[src/rtl/regfile_rename.sv]
// rtl/regfile_rename.sv - architectural register file with ROB-tag rename table, commit bypass and flush
module regfile_rename #(
    parameter int XLEN  = 32,
    parameter int NREG  = 32,
    parameter int TAG_W = 4,
    localparam int RW   = $clog2(NREG)
) (
    input  logic             clk,
    input  logic             rst_n,
    input  logic             iss_en,
    input  logic [RW-1:0]    iss_rs1,
    input  logic [RW-1:0]    iss_rs2,
    input  logic [RW-1:0]    iss_rd,
    input  logic [TAG_W-1:0] iss_tag,
    output logic             rd_valid,
    output logic [XLEN-1:0]  rs1_data,
    output logic             rs1_busy,
    output logic [TAG_W-1:0] rs1_tag,
    output logic [XLEN-1:0]  rs2_data,
    output logic             rs2_busy,
    output logic [TAG_W-1:0] rs2_tag,
    input  logic             cm_en,
    input  logic [RW-1:0]    cm_idx,
    input  logic [TAG_W-1:0] cm_tag,
    input  logic [XLEN-1:0]  cm_data,
    input  logic             flush
);

    typedef struct packed {
        logic             busy;
        logic [TAG_W-1:0] tag;
        logic [XLEN-1:0]  data;
    } opnd_t;

    logic [XLEN-1:0]  mem [NREG];
    logic [NREG-1:0]  busy;
    logic [TAG_W-1:0] tag [NREG];

    logic [RW-1:0] s1_i, s2_i, rd_i, cm_i;
    logic          iss_ok, cm_hit;
    opnd_t         op1, op2;

    // Indices beyond the implemented range alias register 0.
    function automatic logic [RW-1:0] eff(input logic [RW-1:0] i);
        return ({1'b0, i} < (RW+1)'(NREG)) ? i : '0;
    endfunction

    function automatic opnd_t lookup(input logic [RW-1:0] i);
        opnd_t o;
        o = '0;
        if (i != '0) begin
            o.data = mem[i];
            if (busy[i]) begin
                if (cm_en && cm_i == i && tag[i] == cm_tag) begin
                    o.data = cm_data;
                end else begin
                    o.busy = 1'b1;
                    o.tag  = tag[i];
                end
            end
        end
        return o;
    endfunction

    always_comb begin
        s1_i   = eff(iss_rs1);
        s2_i   = eff(iss_rs2);
        rd_i   = eff(iss_rd);
        cm_i   = eff(cm_idx);
        iss_ok = iss_en && !flush;
        cm_hit = cm_en && (cm_i != '0);
        op1    = lookup(s1_i);
        op2    = lookup(s2_i);
    end

    // Order matters: issue overrides commit's busy clear, flush overrides both.
    always_ff @(posedge clk or negedge rst_n) begin
        if (!rst_n) begin
            busy <= '0;
            for (int i = 0; i < NREG; i++) begin
                mem[i] <= '0;
                tag[i] <= '0;
            end
        end else begin
            if (cm_hit) begin
                mem[cm_i] <= cm_data;
                if (busy[cm_i] && tag[cm_i] == cm_tag) begin
                    busy[cm_i] <= 1'b0;
                end
            end
            if (iss_ok && rd_i != '0) begin
                busy[rd_i] <= 1'b1;
                tag[rd_i]  <= iss_tag;
            end
            if (flush) begin
                busy <= '0;
                for (int i = 0; i < NREG; i++) begin
                    tag[i] <= '0;
                end
            end
        end
    end

    always_ff @(posedge clk or negedge rst_n) begin
        if (!rst_n) begin
            rd_valid <= 1'b0;
            rs1_data <= '0;
            rs1_busy <= 1'b0;
            rs1_tag  <= '0;
            rs2_data <= '0;
            rs2_busy <= 1'b0;
            rs2_tag  <= '0;
        end else begin
            rd_valid <= iss_ok;
            if (iss_ok) begin
                rs1_data <= op1.data;
                rs1_busy <= op1.busy;
                rs1_tag  <= op1.tag;
                rs2_data <= op2.data;
                rs2_busy <= op2.busy;
                rs2_tag  <= op2.tag;
            end
        end
    end

endmodule
[config.mk]
export PLATFORM = sky130hd
export DESIGN_NAME = regfile_rename
export DESIGN_NICKNAME = d
export VERILOG_FILES = /design/src/rtl/regfile_rename.sv
export SDC_FILE = /design/constraint.sdc
export NUM_CORES = 2
export LEC_CHECK = 0
export CAP_MARGIN = 20
export CORE_ASPECT_RATIO = 0.8
export CORE_MARGIN = 2
export CORE_UTILIZATION = 34
export CTS_CLUSTER_SIZE = 25
export DETAILED_ROUTE_END_ITERATION = 8
export GPL_TIMING_DRIVEN = 0
export HOLD_SLACK_MARGIN = 0.12
export PLACE_DENSITY = 0.45
export SLEW_MARGIN = 20
export SYNTH_ARGS = -nofsm -noshare
export SYNTH_HDL_FRONTEND = slang
export SYNTH_SLANG_ARGS = --single-unit
[constraint.sdc]
create_clock -name clk -period 6.3 [get_ports clk]
set_input_delay 1.26 -clock clk [delete_from_list [all_inputs] [get_ports clk]]
set_output_delay 1.26 -clock clk [all_outputs]
set_load 0.02 [all_outputs]
==> flow_summary.toml <==
[global_routing]
use_met1_pct = 43.9
antenna_found_initial = 21
grt_pass1_wl_mm = 426
grt-busiest-layer = "met1"
grt.overflow.total = 0
grt_pass1_vias = 47700
use_met3_pct = 9.64
grt_use_met2_pct = 43.8
grt_start_max_net_pins = 134
grt_usage_pct = 30.8

[sta]
clock-skew-final_ns = 0.0429
rsz0062_at_grt = "false"
maxSlewHeadroom_pct = 15.0
tightestPinTransition_ns = 1.28
maxSlewViolCount = 0
hold_violations = 0
finalSetupViolCount = 0
clock.fmax_ghz = 0.165
period_share_pct = 96.5
min_period_ns = 6.08

[yosys]
ys_ff_latch = 1259
ys_warn_count = 0
synth_area_leaders = "dfrtp_1, mux4_2, mux2_2"
post-synth-top-count-cell = "dfrtp_1"
syn_inst = 4580
synth_edf_count = 0
netlist_area_um2 = 68200
ys.flop_type = "dfrtp_1"
synth.top_cell.area_share_pct = 46.2
synth.distinct_cells = 68
syn-num-nets = 4645
postSynth.asyncResetShare_pct = 100
ys_seq_area_share_pct = 46.2
avgSynthCellArea_um2 = 14.9
yosysTopAreaCell = "dfrtp_1"
synth_commonest_cells = "dfrtp_1, mux2_2, mux4_2, clkbuf_1, nand2_1"

[clocking]
cts_tree = "done"
cts_made_buffers = 145
cts.sinks = 1259
htreeDepth = 4
path_clk_slew_ns = 0.06
clockBufferDepth = 3
cts_root_buffer = "clkbuf_16"
clkLatencyLatePin_ns = 0.83

[floorplanning]
die_w_um = 505
die_area_um2 = 204000
ios = 140
core_area_um2 = 200000
die_h_um = 405
start_util_pct = 34.1
row_count = 147

[setup_path]
worstSetupEndpointType = "register"
critPathLaunchType = "input port"
cp.required_ns = 7.01
cp_data_arrival_time_ns = 6.79
worst_r2r_path_depth = 9
critical_path_class = "input port to register"
crit_path_max_fanout = 10

[route]
drc = 0
first_iter_violations = 5892
viasPerCell = 6.25
first_pass_iters = 7
wire_per_inst_um = 41.0
num_vias = 48200
routed_wl_mm = 316
ant_nets = 0

[cells_and_area]
fin_area_um2 = 79500
num-fill-cells = 18900
drive_gt1_share_pct = 47.0
fin_nets = 4977
multi_input_area_um2 = 34500
syn_to_final_growth_pct = 16.4
finish.utilization_pct = 39.7
seqCellArea_um2 = 31500
stdcell_count = 7716

[power_and_ir_drop]
powerDensity_nw_per_um2 = 309
p_leak_nw = 32.8
ir_drop_uv = 292

[placed_design]
port_buffers = 128
gp_congestion = 0.987
place_area_um2 = 74500
dp_hpwl_mm = 219
dp.cells = 7447

[worst_hold_path]
min_path_type = "input port to asynchronous set/reset pin"

[outcome]
status = "completed"

[job]
drv_cap = 0
-- critical path: stages --
cell and delay [ns]:
clkdlybuf4s50_1 0.53, buf_6 0.23, buf_6 0.23, buf_6 0.22, buf_2 0.50, buf_2 0.76
nand3_1 0.16, nand3_1 0.16, nand4_1 0.25, xnor2_1 0.35, and3_1 0.92, buf_2 0.59
a21oi_1 0.28, o31ai_1 0.29
-- worst paths after layout --
path	from	end	slack (ns)
min in group clk	mem[1007]	mem[1007]	0.47
hold reg to reg	mem[1007]	mem[1007]	0.47
setup / recovery	iss_rs2[0]	rs2_data[6]	0.22
setup reg to reg	tag[69]	rs2_data[6]	2.15
max in group asynchronous	rst_n	mem[144]	3.58
hold / removal	rst_n	tag[127]	0.27
-- cells in the final DEF, fill, tap and decap left out, types with 27 or more instances in the layout --
master,n
mux2i_1,126
a22oi_1,30
dfrtp_1,1259
o211ai_1,28
a21oi_1,115
clkdlybuf4s50_1,127
o31ai_1,34
nand4_1,28
clkbuf_8,35
mux2_2,1008
o21ai_0,46
nor2_1,111
clkbuf_1,259
buf_16,35
nand2_1,203
buf_2,93
nand3_1,78
nand2b_1,27
clkbuf_2,167
clkbuf_16,151
mux4_2,745
-- report_power, final --
group	internal (mW)	total, mW	switching [mW]	leakage [nW]
clock	5.15	8.95	3.80	2.40
combinational	2.87	5.14	2.28	14.1
sequential	9.43	10.4	1.01	16.4
-- metrics by stage --
step | TNS [ns] | setup slack [ns] | hold WS (ns) | total power, mW
finish | 0 | 0.221 | 0.274 | 24.5
global route | 0 | 0.188 | 0.253 | 25.4
CTS | 0 | 0.222 | 0.241 | 24.6
detailed placement | -15.97 | -0.577 | 0.464 | 15.6
global placement | - | -58.34 | 0.456 | 15.5
floorplan | 0 | 2.41 | 0.441 | 13.6
-- flip-flops by register name (all words and copies together), names as in the netlist --
register  cells
mem        1024
tag         128
busy         32
rs1_data     32
rs2_data     32
rs1_tag       4
rs2_tag       4
rd_valid      1
rs1_busy      1
rs2_busy      1
-- routing by layer --
metal,vias up,share of wire [%]
met2,2721,42
met5,-,0.066
met3,600,10
met1,26500,43
met4,10,4.2
li1,18400,-
-- cells by family after synthesis --
family | count (synthesis) | synth area share [%]
simple gates | 560 | 3.91
flops | 1259 | 46.2
compound gates | 324 | 3.22
mux | 1882 | 43.2
buf+inv | 535 | 3.27
xor+xnor | 20 | 0.268
-- timing repair --
item / 4_1_cts / 5_1_grt
endpoints found under the setup margin: 0 / 10
buffers inserted: 0 / 0
hold buffers: 0 / 0
gates resized for setup: 0 / 1
-- cell type report --
type / instances / share of cell area [%]
multi-input cells: 2786 / 43.5
flip-flops and latches: 1259 / 39.6
repair buffers: 186 / 3.38
diodes: 8 / 0.0252
clock buffers: 219 / 5.52
inverters: 21 / 0.0992
plain buffers: 513 / 2.99
clock inverters: 42 / 0.657
well taps: 2682 / 4.22
Power figures use the tool's default switching activity.
